==> config.mk <==
export PLATFORM = sky130hd
export DESIGN_NAME = btn_toggle_pulse
export DESIGN_NICKNAME = d
export VERILOG_FILES = /design/src/rtl/btn_toggle_pulse.sv
export SDC_FILE = /design/constraint.sdc
export NUM_CORES = 1
export LEC_CHECK = 0
export ABC_CLOCK_PERIOD_IN_PS = 2350
export CAP_MARGIN = 20
export CORE_ASPECT_RATIO = 0.9
export CORE_MARGIN = 1.5
export CORE_UTILIZATION = 55
export CTS_BUF_LIST = sky130_fd_sc_hd__clkbuf_2
export DETAILED_ROUTE_END_ITERATION = 6
export GPL_TIMING_DRIVEN = 0
export PLACE_DENSITY = 0.77
export SYNTH_ARGS = -nofsm -noshare
export SYNTH_HDL_FRONTEND = slang
export SYNTH_SLANG_ARGS = --single-unit
export TNS_END_PERCENT = 10
==> constraint.sdc <==
create_clock -name clk -period 2.35 [get_ports clk]
set_clock_uncertainty 0.2 [all_clocks]
set_input_delay 0.3525 -clock clk [delete_from_list [all_inputs] [get_ports clk]]
set_output_delay 0.3525 -clock clk [all_outputs]
set_load 0.01 [all_outputs]
==> src/rtl/btn_toggle_pulse.sv <==
// Push-button conditioner: two-flop synchronizer, debounce FSM with a saturating
// qualification counter, and registered press (toggle) / release pulses.
module btn_toggle_pulse #(
   parameter int DEBOUNCE_CYCLES = 50000,
   parameter int CNT_W           = 16
) (
   input  logic clk,
   input  logic n_rst,
   input  logic btn_in,
   output logic btn_level,
   output logic t_pulse,
   output logic rel_pulse
);

   typedef enum logic [1:0] {
      IDLE      = 2'd0,
      WAIT_HIGH = 2'd1,
      PRESSED   = 2'd2,
      WAIT_LOW  = 2'd3
   } state_t;

   localparam logic [CNT_W-1:0] CNT_LAST = CNT_W'(DEBOUNCE_CYCLES - 1);
   localparam logic [CNT_W-1:0] CNT_ZERO = '0;
   localparam logic [CNT_W-1:0] CNT_ONE  = CNT_W'(1);

   logic             s1_r;
   logic             s2_r;
   state_t           state_r;
   logic [CNT_W-1:0] cnt_r;

   // Bring the asynchronous button into the clock domain.
   always_ff @(posedge clk or negedge n_rst) begin
      if (!n_rst) begin
         s1_r <= 1'b0;
         s2_r <= 1'b0;
      end else begin
         s1_r <= btn_in;
         s2_r <= s1_r;
      end
   end

   // Debounce FSM; pulses default low every cycle so they last exactly one cycle.
   always_ff @(posedge clk or negedge n_rst) begin
      if (!n_rst) begin
         state_r   <= IDLE;
         cnt_r     <= CNT_ZERO;
         btn_level <= 1'b0;
         t_pulse   <= 1'b0;
         rel_pulse <= 1'b0;
      end else begin
         t_pulse   <= 1'b0;
         rel_pulse <= 1'b0;
         case (state_r)
            IDLE: begin
               btn_level <= 1'b0;
               if (s2_r) begin
                  state_r <= WAIT_HIGH;
                  cnt_r   <= CNT_ONE;
               end else begin
                  cnt_r   <= CNT_ZERO;
               end
            end
            WAIT_HIGH: begin
               if (!s2_r) begin
                  state_r <= IDLE;
                  cnt_r   <= CNT_ZERO;
               end else if (cnt_r == CNT_LAST) begin
                  state_r   <= PRESSED;
                  cnt_r     <= CNT_ZERO;
                  btn_level <= 1'b1;
                  t_pulse   <= 1'b1;
               end else begin
                  cnt_r <= cnt_r + CNT_ONE;
               end
            end
            PRESSED: begin
               btn_level <= 1'b1;
               if (!s2_r) begin
                  state_r <= WAIT_LOW;
                  cnt_r   <= CNT_ONE;
               end else begin
                  cnt_r   <= CNT_ZERO;
               end
            end
            WAIT_LOW: begin
               if (s2_r) begin
                  state_r <= PRESSED;
                  cnt_r   <= CNT_ZERO;
               end else if (cnt_r == CNT_LAST) begin
                  state_r   <= IDLE;
                  cnt_r     <= CNT_ZERO;
                  btn_level <= 1'b0;
                  rel_pulse <= 1'b1;
               end else begin
                  cnt_r <= cnt_r + CNT_ONE;
               end
            end
            default: begin
               state_r   <= IDLE;
               cnt_r     <= CNT_ZERO;
               btn_level <= 1'b0;
            end
         endcase
      end
   end

endmodule

==> impl_metrics.toml, run 1 <==
[yosys]
ys_warn_count = 0
synth_edf_count = 0
synth_common_cells = "23 x dfrtp_1, 20 x nor2_1, 8 x xor2_1, 6 x ha_1, 6 x nand2_1"
netlist_instances = 113
yosys-top-cells-area = "dfrtp_1 49%, ha_1 6.4%, nor2_1 6.4%, xor2_1 6.0%, xnor2_1 3.7%"
synth_area_leader_cell = "dfrtp_1"
synth_area_um2 = 1170
postSynthAreaPerCell_um2 = 10.4
synth_top_area_frac = 0.491
synth_most_common_cell = "dfrtp_1"
synth_flop_cell = "dfrtp_1"
synthArstFlopShare = 1.00
synth_seq_cells = 23
seq_area_frac_synth = 0.491
synth_cell_types = 33
syn-num-nets = 122

[floorplan]
num_io_pins = 6
core-area_um2 = 1970
initial_core_util = 0.595
die_w_um = 51.7
fp.dieH_um = 46.8
die-area_um2 = 2420
rows = 15

[final_layout]
fin_util = 0.707
design_area_um2 = 1390
drive_gt1_frac = 0.205
areaGrowthSynthToFinish_pct = 18.9
layout.nets = 142
fin_cells = 157
diodes = 0
fillCellCount = 154

[sta]
fin_crit_sh = 0.981
rsz0062_at_grt = "yes"
maxSlewViolCount = 0
fmax_mhz = 434
finalSetupViolations = 0
slew_headroom = 0.750
tns_ps = 0
tightest_slew_ps = 374
post-route-min-period_ps = 2310
hold_slack_ps = 59.2
hold_viol = 0

[placed_design]
gp_congestion = 0.788
dp_hpwl_mm = 1.35
placed_area_um2 = 1250
dp_cells = 143
numPortBuffers = 5

[worst_setup_path]
path_cells = "or4b_4 > nor4_4 > buf_4 > or2_2 > nor2_1 > o31a_1"
required_ps = 2380
cp_num_buf_inv = 1
worstSetupEndpointType = "register"
crit_path_start_kind = "register"
r2r-start = "cnt_r[4]$_DFF_PN0_"
critPathLaunch = "cnt_r[4]$_DFF_PN0_"
critPathArrivalTime_ps = 2340
critical_path_class = "register to register"
critical_path.top_delay_family = "simple AND/OR/NAND/NOR gates"
cpPeakStageDelay_ps = 530
crit_fanout = 4
slowest_stage = "or4b_4"

[cts]
clock_latency_ps = 330
htree_num_levels = 1
clk_pin_slew_worst_paths_ps = 210
numClockSinks = 23
cts_tree = "yes"
root_buffer = "clkbuf_2"
clockBufferDepth = 2
numCtsBuffers = 3

[worst_hold_path]
hold_class = "input port to async pin"

[routing]
ant_nets = 0
num_vias = 850
wirelength_mm = 2.12
viasPerCell = 5.41
drtIter0Drc = 9
drc = 0
firstDrtPassIters = 4
wl_per_cell_um = 13.5

[power_and_ir_drop]
powerDensity_nw_per_um2 = 741
irDropWorstVdd_mv = 0.596
p_leak_nw = 0.622

[grt]
antenna_found_initial = 0
grt_pass1_wl_mm = 3.49
gr-total-overflow = 0
grt_usage = 0.201
grt_pass1_vias = 795
grt_max_degree = 24

[flow_run]
max_cap_violations = 0

[status]
status = "finished, final reports clean"
==> through the flow <==
stage | worst slack (ps) | power [mW]
after floorplan | 130 | 0.727
after global placement | -39.1 | 0.805
after detailed placement | -58.3 | 0.826
after CTS | 4.08 | 0.997
after global routing | -44.5 | 1.11
final | 44.6 | 1.03
==> state kept, by name, summed over array words and instances (netlist names), named ones only <==
signal	cells
btn_level	1
cnt_r	16
rel_pulse	1
s1_r	1
s2_r	1
state_r	1
t_pulse	1
==> final cells by class <==
cell class                      count  area [µm²]  area share
Timing Repair Buffer               15         145       0.104
Buffer                              3        30.0      0.0215
Sequential cell                    23         578       0.415
Multi-Input combinational cell     83         574       0.412
Tap cell                           25        31.3      0.0224
Clock buffer                        4        20.0      0.0144
Inverter                            4        15.0      0.0108
==> power by group <==
part           total [mW]  leakage [nW]  internal, mW  switching, mW
sequential          0.484         0.306         0.440         0.0447
clock               0.159        0.0166        0.0450          0.114
combinational       0.390         0.299         0.188          0.202
total                1.03         0.622         0.673          0.360
==> cell usage in the layout (no fill, tap or decap), types with 2 or more instances in the layout <==
master and count:
nor3_1 3, a211oi_1 2, clkdlybuf4s50_1 5, ha_1 6
or3_1 2, inv_1 4, dfrtp_2 2, xnor2_1 5
nand4_1 3, and4_1 2, dfrtp_1 21, buf_4 10
nand3_1 5, xor2_1 8, clkbuf_2 4, nand2b_1 2
a21oi_1 2, nand2_1 6, nor2_1 20, or4b_4 2
o21ai_0 2
==> what timing repair did <==
| action | in CTS | in global routing |
|---|---|---|
| endpoints found under the setup margin | 1 | 10 |
| resized for setup | 2 | 6 |
| buffers inserted | 3 | 6 |
| pin swaps | 2 | 1 |
| hold buffers | 0 | 0 |
==> final timing paths <==
kind / cells past startpoint / endpoint / slack, ps
min: 1 / rel_pulse$_DFF_PN0_ / 60
max: 6 / cnt_r[0]$_DFF_PN0_ / 40
min reg2reg: 0 / s2_r$_DFF_PN0_ / 180
max reg2reg: 6 / cnt_r[0]$_DFF_PN0_ / 40
min in group clk: 0 / s2_r$_DFF_PN0_ / 180
max in group asynchronous: 2 / cnt_r[4]$_DFF_PN0_ / 1450
==> cell families after synthesis <==
| group | after synthesis | share of synthesized area |
|---|---|---|
| mux | 2 | 0.0181 |
| simple gates | 52 | 0.245 |
| buf+inv | 7 | 0.0299 |
| xor+xnor | 13 | 0.0971 |
| compound gates | 10 | 0.0544 |
| fa+ha+maj | 6 | 0.0640 |
| flops | 23 | 0.491 |
==> routing by layer <==
metal	vias up	GRT usage	share of wire
met5	-	0	0
met2	13	0.344	0.48
li1	424	-	-
met3	2	0.0573	0.032
met4	0	0.0474	0.0047
met1	411	0.258	0.48
No activity file was read; power rests on OpenSTA's default activity.
==> run 2, diff against run 1 <==
- CORE_UTILIZATION: 55 -> 45
- PLACE_DENSITY: 0.77 -> not set
==> impl_metrics.toml, run 2 (same netlist as run 1, synthesis figures left out) <==
[power_and_ir_drop]
p_leak_nw = 0.603
clkPwrFrac = 0.160
seqPwrFrac = 0.476
powerDensity_nw_per_um2 = 745
p_sw_frac = 0.349
power_switching_mw = 0.354
pwr-share-comb = 0.364
internal-power_mw = 0.662
irDropWorstVdd_mv = 0.571

[worst_setup_path]
crit_path_start_kind = "register"
crit_fanout = 6
worstSetupEndpointType = "register"
cp_num_buf_inv = 0
critPathLaunch = "cnt_r[5]$_DFF_PN0_"
path_cells = "or4b_4 > nor4_4 > nand2_1 > a22oi_2 > mux2_4"
slowest_stage = "or4b_4"
required_ps = 2390
cpPeakStageDelay_ps = 560
critical_path_class = "register to register"
critPathArrivalTime_ps = 2380
r2r-start = "cnt_r[5]$_DFF_PN0_"
critical_path.top_delay_family = "simple AND/OR/NAND/NOR gates"

[routing]
wirelength_mm = 1.99
num_vias = 808
ant_nets = 0
firstDrtPassIters = 3
wl_per_cell_um = 12.6
drtIter0Drc = 7
drc = 0
viasPerCell = 5.11

[floorplan]
fp.dieH_um = 51.4
core-area_um2 = 2470
rows = 17
num_io_pins = 6
die-area_um2 = 2920
die_w_um = 56.8
initial_core_util = 0.475

[grt]
grt_pass1_vias = 769
grt_usage = 0.157
gr-total-overflow = 0
gr-usage-met2 = 0.238
grt_max_degree = 24
met3_usage = 0.0532
grt_pass1_wl_mm = 3.46
antenna_found_initial = 0
top_usage_layer = "met2"
met1_usage = 0.212

[final_layout]
layout.nets = 140
final_common_cell = "dfrtp_1"
areaGrowthSynthToFinish_pct = 16.4
design_area_um2 = 1370
drive_gt1_frac = 0.177
layout_common_cells = "22 x dfrtp_1, 20 x nor2_1, 8 x xor2_1"
diodes = 0
regMostFlops = "cnt_r"
largest_reg_flops = 16
fin_cells = 158

[cts]
numCtsBuffers = 3
clk_pin_slew_worst_paths_ps = 200
numClockSinks = 23
root_buffer = "clkbuf_2"
clock_latency_ps = 330
htree_num_levels = 1
cts_tree = "yes"
clockBufferDepth = 2

[sta]
maxSlewViolCount = 0
hold_slack_ps = 178
fin_crit_sh = 0.993
tightest_slew_ps = 343
rsz0062_at_grt = "yes"
fmax_mhz = 428
finalSetupViolations = 0
post-route-min-period_ps = 2330
slew_headroom = 0.770
hold_viol = 0

[worst_hold_path]
hp-start = "s1_r$_DFF_PN0_"
hold_class = "register to register"

[status]
status = "finished, final reports clean"

[placed_design]
numPortBuffers = 5
dp_hpwl_mm = 1.36
dp_cells = 146
placed_area_um2 = 1260
gp_congestion = 0.849

[flow_run]
max_cap_violations = 0
-- run 2: cell types whose count changed in the layout (fill, tap and decap cells not counted) --
cell / before / now
dfrtp_1: 21 / 22
dlygate4sd3_1: 0 / 1
clkbuf_4: 1 / 0
buf_6: 0 / 1
buf_2: 0 / 1
dfrtp_2: 2 / 1
buf_4: 10 / 7
buf_16: 1 / 0
-- run 2: layout make-up --
| cell class | count | area [µm²] |
|---|---|---|
| tap | 28 | 35.0 |
| clock buffer | 4 | 20.0 |
| multi-input combinational | 83 | 574 |
| fill | 228 | 1100 |
| sequential | 23 | 577 |
| inverter | 4 | 15.0 |
| buffer | 3 | 23.8 |
| timing repair buffer | 13 | 120 |
-- run 2: path summary, 6_finish.rpt --
check                                         end  slack (ps)  cells past startpoint
setup / recovery            btn_level$_DFFE_PN0P_          20                      5
min in group asynchronous  state_r[0]$_DFFE_PN0P_         540                      2
hold reg to reg                    s2_r$_DFF_PN0_         180                      0
hold / removal                     s2_r$_DFF_PN0_         180                      0
max in group asynchronous      cnt_r[7]$_DFF_PN0_        1010                      3
setup reg to reg            btn_level$_DFFE_PN0P_          20                      5
-- run 2: per-stage QoR --
step / total power [mW] / setup slack, ps / TNS [ps] / util
after floorplan: 0.727 / 130 / 0 / -
after detailed placement: 0.827 / -59.9 / -59.9 / 0.510
after global placement: 0.815 / -31.7 / -31.7 / 0.510
final: 1.02 / 16.0 / 0 / 0.553
after global routing: 1.09 / -65.8 / -76.7 / 0.553
after CTS: 1.00 / 9.09 / 0 / 0.533
-- run 2: repair_timing --
item	4_1_cts	5_1_grt
endpoints found under the hold margin	0	3
pin swaps	1	3
buffers inserted	4	2
setup endpoints to repair	1	8
resized for setup	2	3
hold buffers	0	1
gates cloned	0	0
-- run 2: routing by layer --
metal,vias up,routed length (µm),share of wire
li1,422,-,-
met3,2,54,0.027
met1,377,1070,0.54
met4,0,10,0.0050
met5,-,0,0
met2,7,856,0.43
-- run 2: power by group through the flow --
stage | sequential (mW) | combinational [mW] | clock, mW
final | 0.484 | 0.370 | 0.162
after global routing | 0.492 | 0.413 | 0.184
after CTS | 0.484 | 0.345 | 0.172
after detailed placement | 0.492 | 0.335 | 0
after global placement | 0.487 | 0.328 | 0
after floorplan | 0.484 | 0.242 | 0
